### src/rtl/rca_pkg.sv
// Shared types and helpers for the sequential multi-word ripple-carry adder.
package rca_pkg;

  typedef enum logic [1:0] {
    IDLE = 2'd0,
    RUN  = 2'd1,
    DONE = 2'd2
  } state_e;

  // Chunk index width; a single-chunk build still gets a 1-bit counter.
  function automatic int idx_width(input int words);
    return (words > 1) ? $clog2(words) : 1;
  endfunction

endpackage

### src/rtl/ripple_carry_adder.sv
// N-bit ripple-carry adder: one full-adder cell per bit, carry chained LSB to MSB.
module ripple_carry_adder #(
  parameter int N = 8
) (
  input  logic [N-1:0] a_i,
  input  logic [N-1:0] b_i,
  input  logic         cin_i,
  output logic [N-1:0] sum_o,
  output logic         cout_o
);

  logic [N:0] carry;

  assign carry[0] = cin_i;

  for (genvar i = 0; i < N; i++) begin : g_fa
    assign sum_o[i]     = a_i[i] ^ b_i[i] ^ carry[i];
    assign carry[i + 1] = (a_i[i] & b_i[i]) | (carry[i] & (a_i[i] ^ b_i[i]));
  end

  assign cout_o = carry[N];

endmodule

### src/rtl/rca_multiword_seq.sv
// Wide adder that reuses one N-bit ripple_carry_adder over WORDS cycles, LSB chunk first.
// Optional subtract mode (in_sub port) is enabled by defining RCA_SEQ_SUB_EN.
//
// Handshakes: a transfer happens on a rising edge where valid && ready are both high.
// The producer holds valid and its payload until that edge; ready may be low at any time.
module rca_multiword_seq
  import rca_pkg::*;
#(
  parameter int N     = 8,
  parameter int WORDS = 4
) (
  input  logic               clk,
  input  logic               rst_n,
  input  logic               in_valid,
  output logic               in_ready,
  input  logic [N*WORDS-1:0] in_a,
  input  logic [N*WORDS-1:0] in_b,
  input  logic               in_cin,
`ifdef RCA_SEQ_SUB_EN
  input  logic               in_sub,
`endif
  output logic               out_valid,
  input  logic               out_ready,
  output logic [N*WORDS-1:0] out_sum,
  output logic               out_cout,
  output logic               out_ovf,
  output logic [1:0]         dbg_state_o
);

  localparam int IW = idx_width(WORDS);
  localparam logic [IW-1:0] LAST_IDX = IW'(WORDS - 1);

  state_e                     state_q, state_d;
  logic [IW-1:0]              idx_q;
  logic                       carry_q;
  logic [WORDS-1:0][N-1:0]    a_q, b_q, sum_q;
  logic                       cout_q, ovf_q;

  logic [N-1:0]               rca_sum;
  logic                       rca_cout;
  logic [N*WORDS-1:0]         b_cap;
  logic                       cin_cap;

  ripple_carry_adder #(.N(N)) u_rca (
    .a_i    (a_q[idx_q]),
    .b_i    (b_q[idx_q]),
    .cin_i  (carry_q),
    .sum_o  (rca_sum),
    .cout_o (rca_cout)
  );

  // Subtraction is A + ~B + 1, so B and the initial carry are conditioned at capture.
`ifdef RCA_SEQ_SUB_EN
  assign b_cap   = in_sub ? ~in_b : in_b;
  assign cin_cap = in_sub ? 1'b1 : in_cin;
`else
  assign b_cap   = in_b;
  assign cin_cap = in_cin;
`endif

  always_comb begin
    state_d   = state_q;
    in_ready  = 1'b0;
    out_valid = 1'b0;
    case (state_q)
      IDLE: begin
        in_ready = 1'b1;
        if (in_valid) state_d = RUN;
      end
      RUN: begin
        if (idx_q == LAST_IDX) state_d = DONE;
      end
      DONE: begin
        out_valid = 1'b1;
        if (out_ready) state_d = IDLE;
      end
      default: state_d = IDLE;
    endcase
  end

  always_ff @(posedge clk) begin
    if (!rst_n) begin
      state_q <= IDLE;
      idx_q   <= '0;
      carry_q <= 1'b0;
      a_q     <= '0;
      b_q     <= '0;
      sum_q   <= '0;
      cout_q  <= 1'b0;
      ovf_q   <= 1'b0;
    end else begin
      state_q <= state_d;
      case (state_q)
        IDLE: begin
          if (in_valid) begin
            a_q     <= in_a;
            b_q     <= b_cap;
            carry_q <= cin_cap;
            idx_q   <= '0;
          end
        end
        RUN: begin
          sum_q[idx_q] <= rca_sum;
          carry_q      <= rca_cout;
          // Final chunk: the index parks at the last value instead of wrapping.
          if (idx_q == LAST_IDX) begin
            cout_q <= rca_cout;
            ovf_q  <= (a_q[WORDS-1][N-1] == b_q[WORDS-1][N-1]) &&
                      (rca_sum[N-1] != a_q[WORDS-1][N-1]);
          end else begin
            idx_q <= idx_q + 1'b1;
          end
        end
        default: ;
      endcase
    end
  end

  assign out_sum     = sum_q;
  assign out_cout    = cout_q;
  assign out_ovf     = ovf_q;
  assign dbg_state_o = state_q;

endmodule

### config.mk
export PLATFORM = sky130hd
export DESIGN_NAME = rca_multiword_seq
export DESIGN_NICKNAME = d
export VERILOG_FILES = /design/src/rtl/rca_pkg.sv /design/src/rtl/ripple_carry_adder.sv /design/src/rtl/rca_multiword_seq.sv
export SDC_FILE = /design/constraint.sdc
export NUM_CORES = 1
export LEC_CHECK = 0
export CAP_MARGIN = 40
export CORE_MARGIN = 8
export CORE_UTILIZATION = 49
export CTS_CLUSTER_DIAMETER = 120
export CTS_CLUSTER_SIZE = 28
export DETAILED_ROUTE_END_ITERATION = 7
export GPL_ROUTABILITY_DRIVEN = 0
export PLACE_DENSITY = 0.8
export SYNTH_ARGS = -nofsm -noshare
export SYNTH_HDL_FRONTEND = slang
export SYNTH_SLANG_ARGS = --single-unit
export TNS_END_PERCENT = 50
### constraint.sdc
create_clock -name clk -period 5.65 [get_ports clk]
set_clock_uncertainty 0.15 [all_clocks]
set_input_delay 0.565 -clock clk [delete_from_list [all_inputs] [get_ports clk]]
set_output_delay 0.565 -clock clk [all_outputs]
set_load 0.005 [all_outputs]
==> results of run 1 <==
==> critical path: cells and delay by family, from the launching register on <==
| kind | cells | cell delay, ns |
|---|---|---|
| AOI/OAI and AO/OA | 1 | 0.16 |
| adders and majority gates | 8 | 2.96 |
| buffers and inverters | 3 | 0.20 |
| DFF | 1 | 0.57 |
| muxes | 1 | 0.58 |
| and+or+nand+nor | 1 | 0.36 |
==> per-layer routing <==
layer / share of wire / GRT usage / wire (µm)
met2: 0.51 / 0.320 / 5480
met4: 0.010 / 0.0704 / 112
met3: 0.075 / 0.0381 / 811
met5: 0 / 0 / 0
met1: 0.41 / 0.222 / 4440
==> power by group through the flow <==
stage / Combinational (µW) / Clock, µW / Sequential [µW]
3_5_place_dp: 216 / 0 / 801
4_1_cts: 217 / 507 / 785
5_1_grt: 237 / 540 / 790
2_1_floorplan: 133 / 0 / 792
3_3_place_gp: 210 / 0 / 799
6_report: 217 / 503 / 785
==> layout make-up <==
type                            count  area, µm²  area share
Tap cell                          108        135      0.0244
Inverter                           10       37.5     0.00678
Multi-Input combinational cell    341       1990       0.359
Timing Repair Buffer              110       1090       0.197
Clock inverter                      6       83.8      0.0151
Clock buffer                       10        138      0.0249
Sequential cell                   103       2060       0.372
==> layout by cell type (no fill, tap or decap), drive strengths merged, types with 4 or more instances in the layout <==
| cell type | synthesis | final |
|---|---|---|
| clkbuf | 12 | 10 |
| and3b | 4 | 4 |
| nand3b | 4 | 4 |
| inv | 10 | 10 |
| fa | 8 | 8 |
| buf | 24 | 4 |
| dfxtp | 103 | 103 |
| a211oi | 9 | 9 |
| ha | 4 | 4 |
| clkdlybuf4s50 | 0 | 106 |
| nand2 | 180 | 180 |
| a21oi | 89 | 89 |
| nor2 | 12 | 12 |
| mux4 | 16 | 16 |
| clkinv | 0 | 4 |
==> kinds of logic after synthesis <==
logic type / count (synthesis) / synth area share
and+or+nand+nor: 209 / 0.198
AOI/OAI and AO/OA: 104 / 0.129
DFF: 103 / 0.478
buffers and inverters: 46 / 0.0629
muxes: 16 / 0.0835
adders and majority gates: 12 / 0.0487
==> registers in the layout, indices dropped and copies added, names as in the netlist <==
signal	count
a_q	32
out_cout	1
dbg_state_o	2
out_sum	32
idx_q	2
carry_q	1
b_q	32
out_ovf	1
==> worst min path at each step <==
stage	startpoint	endpoint	slack (ns)	cells after the start
after detailed placement	a_q[25]	a_q[25]	0.30	2
after global placement	b_q[4]	b_q[4]	0.29	2
after global routing	a_q[27]	a_q[27]	0.33	2
final	b_q[18]	b_q[18]	0.31	2
after CTS	a_q[25]	a_q[25]	0.31	2
after floorplan	a_q[16]	a_q[16]	0.28	2
==> metrics by stage <==
step                 util  worst slack [ns]  cell area (µm²)  instances  power [µW]
floorplan               -             0.650             4320        490         925
global placement    0.616             0.707             5320        672        1010
detailed placement  0.616             0.633             5320        672        1020
CTS                 0.641             0.593             5540        688        1510
global route        0.641             0.383             5540        688        1570
finish              0.641             0.592             5540        688        1500
==> summary.md, run 1 <==
| Metric | Value |
|---|---|
| TritonCTS Buffers | `9` |
| R2r setup slk | `slightly below 0.6 ns` |
| Antenna-violating nets left | `0` |
| Syn Area/Cell | `8.81 µm²` |
| Resized Gates After CTS | `0` |
| Root Buffer | `clkbuf_8` |
| Sw Share | `0.248` |
| Post-CTS Repair Setup Buffers | `0` |
| P_int | `about 1100 µW` |
| Max Cap Viol | `0` |
| CTS Buffer Depth | `2` |
| Die W | `roughly 110 µm` |
| Critical-path top delay cell | `mux4_2` |
| Synth top area share | `0.478` |
| Static Leak | `0.00197 µW` |
| CTS sink cnt | `around 100` |
| Tmin final | `approximately 5.1 ns` |
| Data required time at the worst endpoint | `roughly 5.8 ns` |
| Worst setup SP type | `flip-flop` |
| Sequential share of power | `0.521` |
| CP Launch Point | `idx_q[0]` |
| Post-Syn Area | `about 4300 µm²` |
| Drt first pass iters | `5` |
| ANT cells | `0` |
| Pwr dens | `between 200 and 300 nW/µm²` |
| Fraction of layout cells with a size suffix above 1 | `0.0690` |
| Starting density of the core | `0.500` |
| Final hold slack | `roughly 0.31 ns` |
| Top cells by count, synth | `180 x nand2_1, 103 x dfxtp_1, 89 x a21oi_1` |
| Total grt overflow | `0` |
| Initial antenna violation count | `0` |
| Largest cells by area after synthesis | `dfxtp_1 48%, nand2_1 16%, a21oi_1 10%` |
| Global-route wire length before repair | `roughly 18 mm` |
| Fillcell total | `between 700 and 800` |
| Most frequent cell after synthesis | `nand2_1` |
| Layout area overhead | `28.3%` |
| CP Max Fanout | `7` |
| Register area share after synthesis | `0.478` |
| Drt wl/cell | `15.8 µm` |
| Post-synthesis cell type count | `30` |
| Synthesized instance count | `490` |
| Hold Crit Class | `flip-flop to flip-flop` |
| R2R depth | `14` |
| Worst path max stage delay | `between 0.5 and 0.6 ns` |
| CTS tree | `yes` |
| Most used cell, CP | `fa_1` |
| Max Slew Vio Count | `0` |
| DRC Markers | `0` |
| VDD IR-drop max | `between 0.0001 and 0.00015 V` |
| Synthesized flop and latch total | `103` |
| F_max | `198 MHz` |
| # rows | `34` |
| Syn. warnings | `0` |
| Crit path capture type | `flip-flop` |
| Syn Nets | `roughly 570` |
| Ys flop type | `dfxtp_1` |
| Clock Pin Slew Worst Setup and Hold Paths | `around 0.090 ns` |
| H-tree depth | `3` |
| Initial DRC Count | `191` |
| Hold_buf cts | `0` |
| Worst skew pair latency | `about 0.36 ns` |
| Port bufs | `106` |
| Largest net degree at the start of global routing | `67` |
| Die ar. | `about 12,000 µm²` |
| Status | `finished, final reports clean` |
| Worst slew margin | `0.508` |
| Final Hold Fails | `0` |
| Reg2reg end | `out_ovf` |
| Worst-Margin Slew | `about 0.74 ns` |
| R2R Path Start | `idx_q[0]` |
| Total Wirelength | `between 10 and 15 mm` |
| Vias in the first global route | `roughly 3,700` |
| DIE HEIGHT | `about 110 µm` |
| Post-synth ARST share | `0` |
| WS Path Type | `flip-flop to flip-flop` |
| Total Nets Final | `656` |
| Via count | `roughly 3,600` |
| Cell taking the most area after synthesis | `dfxtp_1` |
| Final setup violation count | `0` |
| Comb power frac | `0.144` |
| Setup TNS Final | `0 ns` |
| Total track usage | `0.186` |
| Switching pwr | `373 µW` |
| Placeable core area | `~8600 µm²` |
| HPWL Detailed | `slightly above 8 mm` |
| Number of synthesized flops with an enable pin | `0` |
| Ordered list of cells on the worst path | `mux4_2 -> fa_1 -> inv_1 -> fa_1 -> inv_1 -> fa_1 -> fa_1 -> fa_1 -> fa_1 -> fa_1 -> inv_1 -> fa_1 -> or3_1 -> a31oi_1` |
| Data arrival, critical path | `roughly 5.2 ns` |
| Critical Path End | `out_ovf` |
| Final Cycle Share | `0.895` |
| # IOs | `roughly 110` |
| RSZ-0062 raised after global routing | `false` |
| Clock power frac | `0.335` |
| Routed vias/inst | `around 5.3` |
No activity file was read; power rests on OpenSTA's default activity.
==> inputs of run 2 (changes only) <==
CORE_UTILIZATION = 50   (was 49)
CTS_BUF_LIST = sky130_fd_sc_hd__clkbuf_4 sky130_fd_sc_hd__clkbuf_8   (was unset)
PLACE_DENSITY = 0.81   (was 0.8)
SETUP_SLACK_MARGIN = 0.02   (was unset)
==> run 2 against run 1 <==
Compared with the run above:
- clock power down 7.2%
- design area decreased by 0.34%
- total power fell by 2.5%
- via count down 0.97%
- non-clock buffer count stayed put
- combinational power barely moved
- die area down 1.7%
- final cell count unchanged
- register-to-register slack got worse by 0.08 ns
- critical path type unchanged
- highest routed layer unchanged
- maximum frequency decreased by 1.5%
==> summary.md, run 2 (synthesis gave the netlist of run 1 again) <==
| Metric | Value |
|---|---|
| CTS tree | `yes` |
| Clock Pin Slew Worst Setup and Hold Paths | `0.09 ns (about the same)` |
| Commonest non-fill, non-tap cells in the layout | `180 x nand2_1, 106 x clkdlybuf4s50_1, 103 x dfxtp_1` |
| Crit path capture type | `flip-flop` |
| Setup TNS Final | `0 ns (unchanged)` |
| Worst Hold End | `b_q[2]` |
| # IOs | `107 (unchanged)` |
| Die W | `109 µm (-0.86%)` |
| Root Buffer | `clkbuf_8` |
| Hold_buf cts | `0 (unchanged)` |
| Max Cap Viol | `0 (unchanged)` |
| Final setup violation count | `0 (unchanged)` |
| H-tree depth | `3 (unchanged)` |
| Fin util | `0.645 (+0.00419)` |
| Total Wirelength | `10.7 mm (-1.6%)` |
| Reg2reg end | `out_ovf` |
| Via count | `3,580 (-0.97%)` |
| Data required time at the worst endpoint | `5.79 ns (about the same)` |
| Worst setup SP type | `flip-flop` |
| RSZ-0062 raised after global routing | `false` |
| CP Max Fanout | `9 (+2)` |
| Placeable core area | `8550 µm² (-0.99%)` |
| Worst skew pair latency | `0.35 ns (about the same)` |
| CTS sink cnt | `103 (unchanged)` |
| WS Path Type | `flip-flop to flip-flop` |
| HPWL Detailed | `7.86 mm (-2.6%)` |
| HP Start | `b_q[2]` |
| Worst-Margin Slew | `0.893 ns (+0.154 ns)` |
| CTS Buffer Depth | `2 (unchanged)` |
| Drt wl/cell | `15.5 µm (-1.6%)` |
| Initial antenna violation count | `0 (unchanged)` |
| CP Buf/Inv Count | `3 (unchanged)` |
| Pwr dens | `266 nW/µm² (-2.2%)` |
| Global-route wire length before repair | `17.0 mm (-4.0%)` |
| R2R Path Start | `idx_q[0]` |
| Critical-path top delay cell | `dfxtp_1` |
| Ordered list of cells on the worst path | `mux4_2 -> fa_1 -> inv_1 -> fa_1 -> inv_1 -> fa_1 -> fa_1 -> fa_1 -> fa_1 -> fa_1 -> inv_1 -> fa_1 -> or3_1 -> a31oi_1` |
| Resized Gates After CTS | `0 (unchanged)` |
| DRC Markers | `0 (unchanged)` |
| Tmin final | `5.13 ns (+0.0764 ns)` |
| Fraction of layout cells with a size suffix above 1 | `0.0690 (unchanged)` |
| Data arrival, critical path | `5.27 ns (+0.06 ns)` |
| Most used cell, CP | `fa_1` |
| CP Launch Point | `idx_q[0]` |
| Final Cycle Share | `0.909 (+0.0135)` |
| Static Leak | `0.00196 µW (-0.61%)` |
| Final Hold Fails | `0 (unchanged)` |
| Commonest non-fill, non-tap cell in the layout | `nand2_1` |
| Total track usage | `0.182 (-0.00334)` |
| # rows | `34 (unchanged)` |
| R2r setup slk | `0.52 ns (-0.08 ns)` |
| F_max | `195 MHz (-1.5%)` |
| Max Slew Vio Count | `0 (unchanged)` |
| Total grt overflow | `0 (unchanged)` |
| Initial DRC Count | `184 (-3.7%)` |
| Hold Crit Class | `flip-flop to flip-flop` |
| Status | `finished, final reports clean` |
| Total Nets Final | `656 (unchanged)` |
| R2R depth | `14 (unchanged)` |
| Hold Crit Depth | `2 (unchanged)` |
| Die ar. | `11,900 µm² (-1.7%)` |
| DIE HEIGHT | `109 µm (-0.86%)` |
| Port bufs | `106 (unchanged)` |
| ANT cells | `0 (unchanged)` |
| Drt first pass iters | `4 (-1)` |
| Layout area overhead | `27.8%` |
| Vias in the first global route | `3,664 (-1.5%)` |
| Worst path max stage delay | `0.61 ns (+0.03 ns)` |
| Largest net degree at the start of global routing | `67 (unchanged)` |
| Delay-heaviest family, CP | `adder cells` |
| Starting density of the core | `0.505 (+0.00498)` |
| Routed vias/inst | `5.20 (-0.97%)` |
| Worst slew margin | `0.404 (-0.104)` |
| Post-CTS Repair Setup Buffers | `0 (unchanged)` |
| TritonCTS Buffers | `9 (unchanged)` |
| VDD IR-drop max | `0.000139 V (+12%)` |
| Antenna-violating nets left | `0 (unchanged)` |
[run 2: changes by cell type in the layout (fill, tap and decap cells not counted)]
cell,change
bufinv_16,-1
clkbuf_4,+3
clkinvlp_4,+1
clkinv_2,-2
clkinv_4,-1
[run 2: per-stage QoR]
stage | power [µW] | hold slack (ns) | std cells | setup WS (ns) | instance area (µm²)
CTS | 1470 | 0.309 | 688 | 0.516 | 5520
global route | 1530 | 0.325 | 688 | 0.303 | 5520
floorplan | 925 | 0.283 | 490 | 0.650 | 4320
finish | 1470 | 0.308 | 688 | 0.516 | 5520
global placement | 1010 | 0.291 | 672 | 0.660 | 5320
detailed placement | 1020 | 0.297 | 672 | 0.552 | 5320
[run 2: per-layer routing]
metal  vias up  wire, µm  global-route usage
met5         -         0                   0
met3        19       680              0.0431
li1       1795         -                   -
met1      1655      4390               0.210
met2       111      5370               0.319
met4         0       227              0.0743
[run 2: layout make-up]
type / count / area (µm²)
Multi-Input combinational cell: 341 / 1990
Sequential cell: 103 / 2060
Clock inverter: 3 / 42.5
Inverter: 10 / 37.5
Tap cell: 108 / 135
Clock buffer: 13 / 160
Fill cell: 727 / 3030
Timing Repair Buffer: 110 / 1090
[run 2: worst register-to-register path, cell delays in order (launching register included)]
cell     delay, ns
dfxtp_1       0.61
mux4_2        0.60
fa_1          0.41
inv_1         0.08
fa_1          0.16
inv_1         0.05
fa_1          0.37
fa_1          0.39
fa_1          0.39
fa_1          0.40
fa_1          0.37
inv_1         0.08
fa_1          0.49
or3_1         0.34
a31oi_1       0.16
[run 2: how the worst max path moves through the flow]
stage              end  slack [ns]  depth (start not counted)
2_1_floorplan  out_ovf        0.65                         16
3_5_place_dp   out_ovf        0.55                         14
4_1_cts        out_ovf        0.52                         14
6_report       out_ovf        0.52                         14
5_1_grt        out_ovf        0.30                         14
3_3_place_gp   out_ovf        0.66                         14
[run 2: power by group]
part | internal [µW] | switching [µW] | total (µW)
Clock | 232 | 236 | 467
Combinational | 111 | 104 | 215
Sequential | 761 | 23.3 | 784
Total | 1100 | 364 | 1470
==> inputs of run 3 (changes only) <==
HOLD_SLACK_MARGIN = 0.12   (was unset)
==> results of run 3 <==
Final layout, timing and power as in run 2 (identical DEF).
